[src/rtl/uart_rx_if.sv]
// uart_rx_if: groups the serial line, the frame configuration and the received-byte
// outputs of the UART receiver.
//   master: line/config driver (transmitter side or bench); observes received data
//   slave : the receiver; samples line/config, drives data_out, rx_active, rx_done,
//           parity_error, frame_error
interface uart_rx_if;
    logic       rx;            // serial line, idle high
    logic [1:0] baud_rate;     // 00=4800 01=9600 10=19200 11=38400
    logic [1:0] parity_type;   // 00/11=none 01=odd 10=even
    logic       stop_bits;     // 0=one, 1=two
    logic       data_length;   // 0=7 bits, 1=8 bits
    logic [7:0] data_out;
    logic       rx_active;
    logic       rx_done;
    logic       parity_error;
    logic       frame_error;

    modport master (
        output rx, baud_rate, parity_type, stop_bits, data_length,
        input  data_out, rx_active, rx_done, parity_error, frame_error
    );

    modport slave (
        input  rx, baud_rate, parity_type, stop_bits, data_length,
        output data_out, rx_active, rx_done, parity_error, frame_error
    );
endinterface

[src/rtl/uart_rx.sv]
// uart_rx: 16x-oversampling UART receiver, LSB first, 7/8 data bits, optional odd/even
// parity, 1/2 stop bits, four selectable baud rates.
// Ports:
//   clk    : system clock, rising edge
//   arst_n : asynchronous active-low reset
//   bus    : uart_rx_if.slave (rx line, frame config in; data_out, rx_active, rx_done,
//            parity_error, frame_error out)
module uart_rx #(
    parameter int unsigned CLK_FREQ = 50_000_000
) (
    input logic      clk,
    input logic      arst_n,
    uart_rx_if.slave bus
);
    localparam int unsigned Div4800  = CLK_FREQ / (16 * 4800);
    localparam int unsigned Div9600  = CLK_FREQ / (16 * 9600);
    localparam int unsigned Div19200 = CLK_FREQ / (16 * 19200);
    localparam int unsigned Div38400 = CLK_FREQ / (16 * 38400);
    localparam int unsigned CntW     = (Div4800 > 1) ? $clog2(Div4800) : 1;

    typedef enum logic [2:0] {
        StIdle, StStart, StData, StParity, StStop, StDone, StBreak
    } state_e;

    state_e          r_state;
    logic            r_sync1, r_sync2;
    logic [CntW-1:0] r_div_cnt;
    logic [3:0]      r_tick_cnt;
    logic [2:0]      r_bit_cnt;
    logic            r_stop_cnt;
    logic [7:0]      r_shift;
    logic [1:0]      r_baud;
    logic [1:0]      r_parity;
    logic            r_stop2;
    logic            r_len8;
    logic            r_perr;
    logic            r_ferr;
    logic [7:0]      r_data_out;
    logic            r_rx_active;
    logic            r_rx_done;
    logic            r_parity_error;
    logic            r_frame_error;

    logic            w_rxs;
    logic [CntW-1:0] w_div_max;
    logic            w_tick;
    logic            w_sample;
    logic [7:0]      w_data;
    logic            w_par_en;
    logic [2:0]      w_last_bit;

    assign w_rxs = r_sync2;

    always_comb begin
        w_div_max = '0;
        case (r_baud)
            2'b00:   w_div_max = CntW'(Div4800 - 1);
            2'b01:   w_div_max = CntW'(Div9600 - 1);
            2'b10:   w_div_max = CntW'(Div19200 - 1);
            default: w_div_max = CntW'(Div38400 - 1);
        endcase
    end

    assign w_tick     = (r_div_cnt == w_div_max);
    // One sample per bit: every 16th tick after the mid-start realignment.
    assign w_sample   = w_tick && (r_tick_cnt == 4'd15);
    // In 7-bit mode only seven shifts happen, so the byte sits in [7:1].
    assign w_data     = r_len8 ? r_shift : {1'b0, r_shift[7:1]};
    assign w_par_en   = r_parity[0] ^ r_parity[1];
    assign w_last_bit = r_len8 ? 3'd7 : 3'd6;

    always_ff @(posedge clk or negedge arst_n) begin
        if (!arst_n) begin
            r_state        <= StIdle;
            r_sync1        <= 1'b1;
            r_sync2        <= 1'b1;
            r_div_cnt      <= '0;
            r_tick_cnt     <= '0;
            r_bit_cnt      <= '0;
            r_stop_cnt     <= 1'b0;
            r_shift        <= '0;
            r_baud         <= '0;
            r_parity       <= '0;
            r_stop2        <= 1'b0;
            r_len8         <= 1'b0;
            r_perr         <= 1'b0;
            r_ferr         <= 1'b0;
            r_data_out     <= '0;
            r_rx_active    <= 1'b0;
            r_rx_done      <= 1'b0;
            r_parity_error <= 1'b0;
            r_frame_error  <= 1'b0;
        end else begin
            r_sync1   <= bus.rx;
            r_sync2   <= r_sync1;
            r_rx_done <= 1'b0;

            // Divider is parked at zero in IDLE so ticks align to the start edge.
            if (r_state == StIdle || w_tick) begin
                r_div_cnt <= '0;
            end else begin
                r_div_cnt <= r_div_cnt + 1'b1;
            end
            if (w_tick) begin
                r_tick_cnt <= r_tick_cnt + 4'd1;
            end

            unique case (r_state)
                StIdle: begin
                    if (!w_rxs) begin
                        r_state     <= StStart;
                        r_rx_active <= 1'b1;
                        r_baud      <= bus.baud_rate;
                        r_parity    <= bus.parity_type;
                        r_stop2     <= bus.stop_bits;
                        r_len8      <= bus.data_length;
                        r_tick_cnt  <= '0;
                        r_bit_cnt   <= '0;
                        r_stop_cnt  <= 1'b0;
                        r_perr      <= 1'b0;
                        r_ferr      <= 1'b0;
                    end
                end
                StStart: begin
                    if (w_tick && r_tick_cnt == 4'd7) begin
                        r_tick_cnt <= '0;
                        if (w_rxs) begin
                            r_state     <= StIdle;
                            r_rx_active <= 1'b0;
                        end else begin
                            r_state <= StData;
                        end
                    end
                end
                StData: begin
                    if (w_sample) begin
                        r_shift   <= {w_rxs, r_shift[7:1]};
                        r_bit_cnt <= r_bit_cnt + 3'd1;
                        if (r_bit_cnt == w_last_bit) begin
                            r_state <= w_par_en ? StParity : StStop;
                        end
                    end
                end
                StParity: begin
                    if (w_sample) begin
                        r_perr  <= (r_parity == 2'b01) ? ~(^{w_data, w_rxs}) : (^{w_data, w_rxs});
                        r_state <= StStop;
                    end
                end
                StStop: begin
                    if (w_sample) begin
                        if (r_stop_cnt == r_stop2) begin
                            r_data_out     <= w_data;
                            r_parity_error <= r_perr;
                            r_frame_error  <= r_ferr | ~w_rxs;
                            r_rx_done      <= 1'b1;
                            r_rx_active    <= 1'b0;
                            r_state        <= w_rxs ? StDone : StBreak;
                        end else begin
                            r_stop_cnt <= 1'b1;
                            r_ferr     <= r_ferr | ~w_rxs;
                        end
                    end
                end
                StDone: begin
                    r_state <= StIdle;
                end
                StBreak: begin
                    // Wait for the line to recover so a held-low line cannot re-trigger.
                    if (w_rxs) begin
                        r_state <= StIdle;
                    end
                end
                default: r_state <= StIdle;
            endcase
        end
    end

    assign bus.data_out     = r_data_out;
    assign bus.rx_active    = r_rx_active;
    assign bus.rx_done      = r_rx_done;
    assign bus.parity_error = r_parity_error;
    assign bus.frame_error  = r_frame_error;
endmodule
[src/flat_wrapper.sv]
// flat-port wrapper written by rule: the top's interface ports become plain ports
module uart_rx_flat 
#(
    parameter int unsigned CLK_FREQ = 50_000_000
)
  (clk, arst_n, bus_rx, bus_baud_rate, bus_parity_type, bus_stop_bits, bus_data_length, bus_data_out, bus_rx_active, bus_rx_done, bus_parity_error, bus_frame_error);
  uart_rx_if bus_i ();
  input logic clk;
  input logic arst_n;
  input wire logic [$bits(bus_i.rx)-1:0] bus_rx;
  input wire logic [$bits(bus_i.baud_rate)-1:0] bus_baud_rate;
  input wire logic [$bits(bus_i.parity_type)-1:0] bus_parity_type;
  input wire logic [$bits(bus_i.stop_bits)-1:0] bus_stop_bits;
  input wire logic [$bits(bus_i.data_length)-1:0] bus_data_length;
  output wire logic [$bits(bus_i.data_out)-1:0] bus_data_out;
  output wire logic [$bits(bus_i.rx_active)-1:0] bus_rx_active;
  output wire logic [$bits(bus_i.rx_done)-1:0] bus_rx_done;
  output wire logic [$bits(bus_i.parity_error)-1:0] bus_parity_error;
  output wire logic [$bits(bus_i.frame_error)-1:0] bus_frame_error;
  assign bus_i.rx = bus_rx;
  assign bus_i.baud_rate = bus_baud_rate;
  assign bus_i.parity_type = bus_parity_type;
  assign bus_i.stop_bits = bus_stop_bits;
  assign bus_i.data_length = bus_data_length;
  assign bus_data_out = bus_i.data_out;
  assign bus_rx_active = bus_i.rx_active;
  assign bus_rx_done = bus_i.rx_done;
  assign bus_parity_error = bus_i.parity_error;
  assign bus_frame_error = bus_i.frame_error;
  uart_rx #(.CLK_FREQ(CLK_FREQ)) u_core (.clk(clk), .arst_n(arst_n), .bus(bus_i));
endmodule
[config.mk]
export PLATFORM = sky130hd
export DESIGN_NAME = uart_rx_flat
export DESIGN_NICKNAME = d
export VERILOG_FILES = /design/src/rtl/uart_rx_if.sv /design/src/rtl/uart_rx.sv /design/src/flat_wrapper.sv
export SDC_FILE = /design/constraint.sdc
export NUM_CORES = 1
export LEC_CHECK = 0
export CORE_MARGIN = 2
export CORE_UTILIZATION = 50
export CTS_CLUSTER_SIZE = 10
export DETAILED_ROUTE_END_ITERATION = 8
export GPL_TIMING_DRIVEN = 0
export HOLD_SLACK_MARGIN = 0.05
export PLACE_DENSITY = 0.78
export SKIP_LAST_GASP = 1
export SLEW_MARGIN = 10
export SYNTH_ARGS = -nofsm -noshare
export SYNTH_HDL_FRONTEND = slang
export SYNTH_SLANG_ARGS = --single-unit
[constraint.sdc]
create_clock -name clk -period 2.05 [get_ports clk]
set_clock_uncertainty 0.15 [all_clocks]
set_input_delay 0.5125 -clock clk [delete_from_list [all_inputs] [get_ports clk]]
set_output_delay 0.5125 -clock clk [all_outputs]
set_load 0.01 [all_outputs]
==> results by stage <==
STA:
- For this run, the top clock speed supported by timing is 0.434 GHz.
- The tightest hold path in the finished design has a slack of 0.210 ns.
- The transition time of the tightest slew-check pin is 0.623 ns.
- The number of slew-limit violations in the final report is 0.
- Measured against its own limit, the worst slew margin works out to 0.584.
- The final worst slack is -0.252 ns.
- Setup repair after global routing could not meet its margin everywhere.
- Subtracting the final worst setup slack from the clock period gives 2.30 ns.
- Setup violations remaining at the end of the flow were counted as 31.
- The final hold violation count is 0.
- The summed negative setup slack over all endpoints is -5.26 ns.
- The share of the clock period used by the worst path is 1.12.

Synthesis:
- The share of synthesized cell area in full adder, half adder and majority cells is 0.0184.
- Synthesis inferred 51 register bits.
- In this run, synthesis inferred 0 flip-flops with an integrated enable.
- The share of the synthesized area in compound gates (AO/OA/AOI/OAI) was 0.124.
- Of the total synthesized cell area, the portion taken by AND, OR, NAND and NOR gates is 0.202.
- During synthesis, Yosys emitted a total of 0 warnings.
- The number of instances in the synthesized netlist is 270.
- The netlist area before placement is 2730 um2.
- When the netlist entered floorplanning its net count stood at 283.
- The synthesized netlist contains 53 unique library cells.
- The dominant synthesized flop cell is dfrtp_1.
- The mean cell area of the mapped netlist is 10.1 um2.
- The sequential share of the synthesized area is 0.469.
- Measured against the total synthesized area, the mux share comes to 0.0781.
- The post-synthesis share of cell area spent on xor and xnor gates is 0.0771.
- After synthesis, the largest family of logic cells by area is simple AND/OR/NAND/NOR gates.
- The fraction of registers with async set or reset after synthesis is 1.00.

Clock network:
- Counting every sink on the clock net gives 51.
- Clock tree synthesis selected as its root buffer the cell clkbuf_8.
- Clock-pin slew was measured on the worst setup and hold paths at 0.10 ns.
- The number of buffers on the longest clock path is 2.
- Counting the buffers created by CTS gives 5.
- The clock tree synthesis step divided the H-tree into 2 levels.
- TritonCTS built the clock tree.
- For the worst-skew pair, the clock arrives at the later sink with an insertion delay of 0.32 ns.

Pwr:
- The worst IR drop on VDD is 0.000442 V.
- In this run the static leakage power is 1.62 nW.
- The design draws 1.85 mW.
- The power density over cell area is 513 nW/um2.

Flow run:
- The max-cap check violation count is 0.

Drt:
- The highest metal layer with signal wires is met4.
- The number of iterations in the first detailed-routing pass is 4.
- After detailed routing, the number of remaining DRC violations is 0.
- The detail route stage leaves a number of antenna-violating nets equal to 0.
- The overall via count from detail_route is 2245.
- For this block, wires on met1 add up to 2.78 mm.
- After detailed routing, the met3 layer carries 307 um of wire.
- The first-iteration detailed-routing DRC count is 88.
- The total detailed-routing wirelength is 6.53 mm.
- The met2 wire length is 3.30 mm.
- After detailed routing, the average wire length per cell comes to 16.6 um.
- Using the TritonRoute via totals, the vias-per-cell ratio works out to 5.70.

Finish:
- The most common library cell in the layout ignoring fill and taps is dfrtp_1.
- In the layout the commonest cells are 48 x dfrtp_1, 36 x nand2_1, 19 x clkdlybuf4s50_1.
- Compared with the post-synthesis result, the final layout area differs by 32.0%.
- The number of diodes is 0.
- In the final layout, the share of cells above drive strength 1 is 0.275.
- The post-layout net count is 336.

Worst setup path:
- The largest driver fanout on the critical path is 6.
- The family of cells with the greatest summed delay on the critical path is simple AND/OR/NAND/NOR gates.
- The critical path data required time is 2.11 ns.
- The worst setup path is of the flip-flop to flip-flop kind.
- Walking the worst path, the cells encountered are buf_6, nand2_2, or4b_4, a31oi_4, nand4b_4, nor2_4, mux2_2.
- Together, buffers and inverters on the worst path number 1.
- On the critical path, the stage with the largest delay is an instance of or4b_4.
- The element type at the critical path end is a flip-flop.
- On the worst path, the slowest cell contributes a delay of 0.51 ns.
- The critical path data arrival time is 2.37 ns.
- The worst register-to-register path has a setup slack of -0.25 ns.
- STA classifies the critical path startpoint as a flip-flop.

Run status:
- The checks that failed: negative setup slack.
- The run finished, with violations left.

Placed design:
- The count of buffers inserted at the top-level ports is 20.
- The congestion estimate from routability-driven global placement came to 0.853.
- The half-perimeter wire length after detailed placement is 3.73 mm.
- OpenSTA, run right after detailed placement, puts the worst setup slack at -0.313 ns.

GRT:
- Entering global routing, the biggest net connects 30 pins.
- The total overflow left after global routing is 0.
- The initial antenna violation count is 0.
- The global router's overall resource usage is 0.204.
- The via count of the first global-routing pass is 2097.
- The first-pass GRT wire length is 9.91 mm.

Floorplan:
- The top-level port count is 21.
- The number of standard-cell rows in the floorplan is 26.
- The die is 77.8 um tall.
- The area of the die is 6060 um2.
- The initial utilization of the core area, before any placement, comes to 0.527.
- The width of the die is 77.8 um.
- After floorplanning, the core was sized to cover 5170 um2.

Hold path:
- The kind of path behind the tightest hold check is flip-flop to flip-flop.
## worst reg2reg max path, stage by stage (launching register included)
cell      delay, ns
dfrtp_1        0.36
buf_6          0.13
nand2_2        0.06
or4b_4         0.51
a31oi_4        0.23
nand4b_4       0.22
nor2_4         0.21
mux2_2         0.35
## flip-flops by register name, summed over array words and instances, names as in the netlist, 2 cells and up
register / count
u_core.r_parity: 2
u_core.r_bit_cnt: 3
u_core.r_state: 3
u_core.r_baud: 2
u_core.r_div_cnt: 10
u_core.r_shift: 8
u_core.bus.data_out: 8
u_core.r_tick_cnt: 4
## stage by stage
stage	cell area, um2	instances	utilization
detailed placement	3030	361	0.587
finish	3600	394	0.695
floorplan	2730	270	-
global route	3600	394	0.695
global placement	3020	360	0.584
CTS	3320	383	0.641
## power by group
group	internal [mW]	switching, mW
combinational	0.0544	0.0638
clock	0.364	0.346
sequential	1.01	0.00475
total	1.43	0.414
## layer usage
metal | global-route usage | vias up
met5 | 0 | -
met4 | 0.0696 | 0
met3 | 0.0360 | 13
met2 | 0.328 | 68
met1 | 0.280 | 1096
li1 | - | 1068
## layout make-up
type / count / area, um2
sequential: 51 / 1280
timing repair buffer: 46 / 432
tap: 70 / 87.6
clock buffer: 5 / 68.8
clock inverter: 3 / 43.8
inverter: 7 / 26.3
multi-input combinational: 202 / 1590
buffer: 10 / 66.3
fill: 358 / 1580
## cells in the mapped netlist, types with 3 or more instances
library cell | number | area [um2]
nor2b_1 | 3 | 18.8
a31oi_1 | 3 | 18.8
mux2i_1 | 10 | 100
nor4b_1 | 3 | 26.3
nor2_1 | 18 | 67.6
a22oi_1 | 3 | 22.5
o21a_1 | 3 | 22.5
dfrtp_1 | 49 | 1230
xnor2_1 | 12 | 105
clkbuf_1 | 6 | 22.5
nand4_1 | 4 | 25.0
mux2_2 | 10 | 113
inv_1 | 7 | 26.3
nand3_1 | 8 | 40.0
nor4_1 | 4 | 25.0
o211ai_1 | 3 | 22.5
nor3_1 | 4 | 20.0
ha_1 | 4 | 50.1
a21oi_1 | 8 | 40.0
buf_2 | 3 | 15.0
nand2_1 | 39 | 146
xor2_1 | 12 | 105
o21ai_0 | 14 | 70.1
## repair_timing
item / 4_1_cts / 5_1_grt
pin swaps: 7 / 18
endpoints found under the hold margin: 20 / 0
hold buffers: 1 / 0
gates resized for setup: 14 / 40
setup buffers: 13 / 10
gates cloned: 2 / 1
endpoints found under the setup margin: 45 / 42
## cells by family after synthesis
family,Yosys count
mux,20
xor+xnor,24
fa+ha+maj,4
simple gates,102
buf+inv,19
compound gates,50
flops,51
## path summary, 6_finish.rpt
kind                                       start            endpoint  cells after the start
worst min-delay path              u_core.r_sync1      u_core.r_sync2                      0
worst max-delay path            u_core.r_baud[0]   u_core.r_shift[6]                      7
worst max register to register  u_core.r_baud[0]   u_core.r_shift[6]                      7
min in group asynchronous                 arst_n  u_core.bus.rx_done                      2
max in group asynchronous                 arst_n   u_core.r_shift[1]                      3
worst min register to register    u_core.r_sync1      u_core.r_sync2                      0
(Power assumes the default switching activity.)
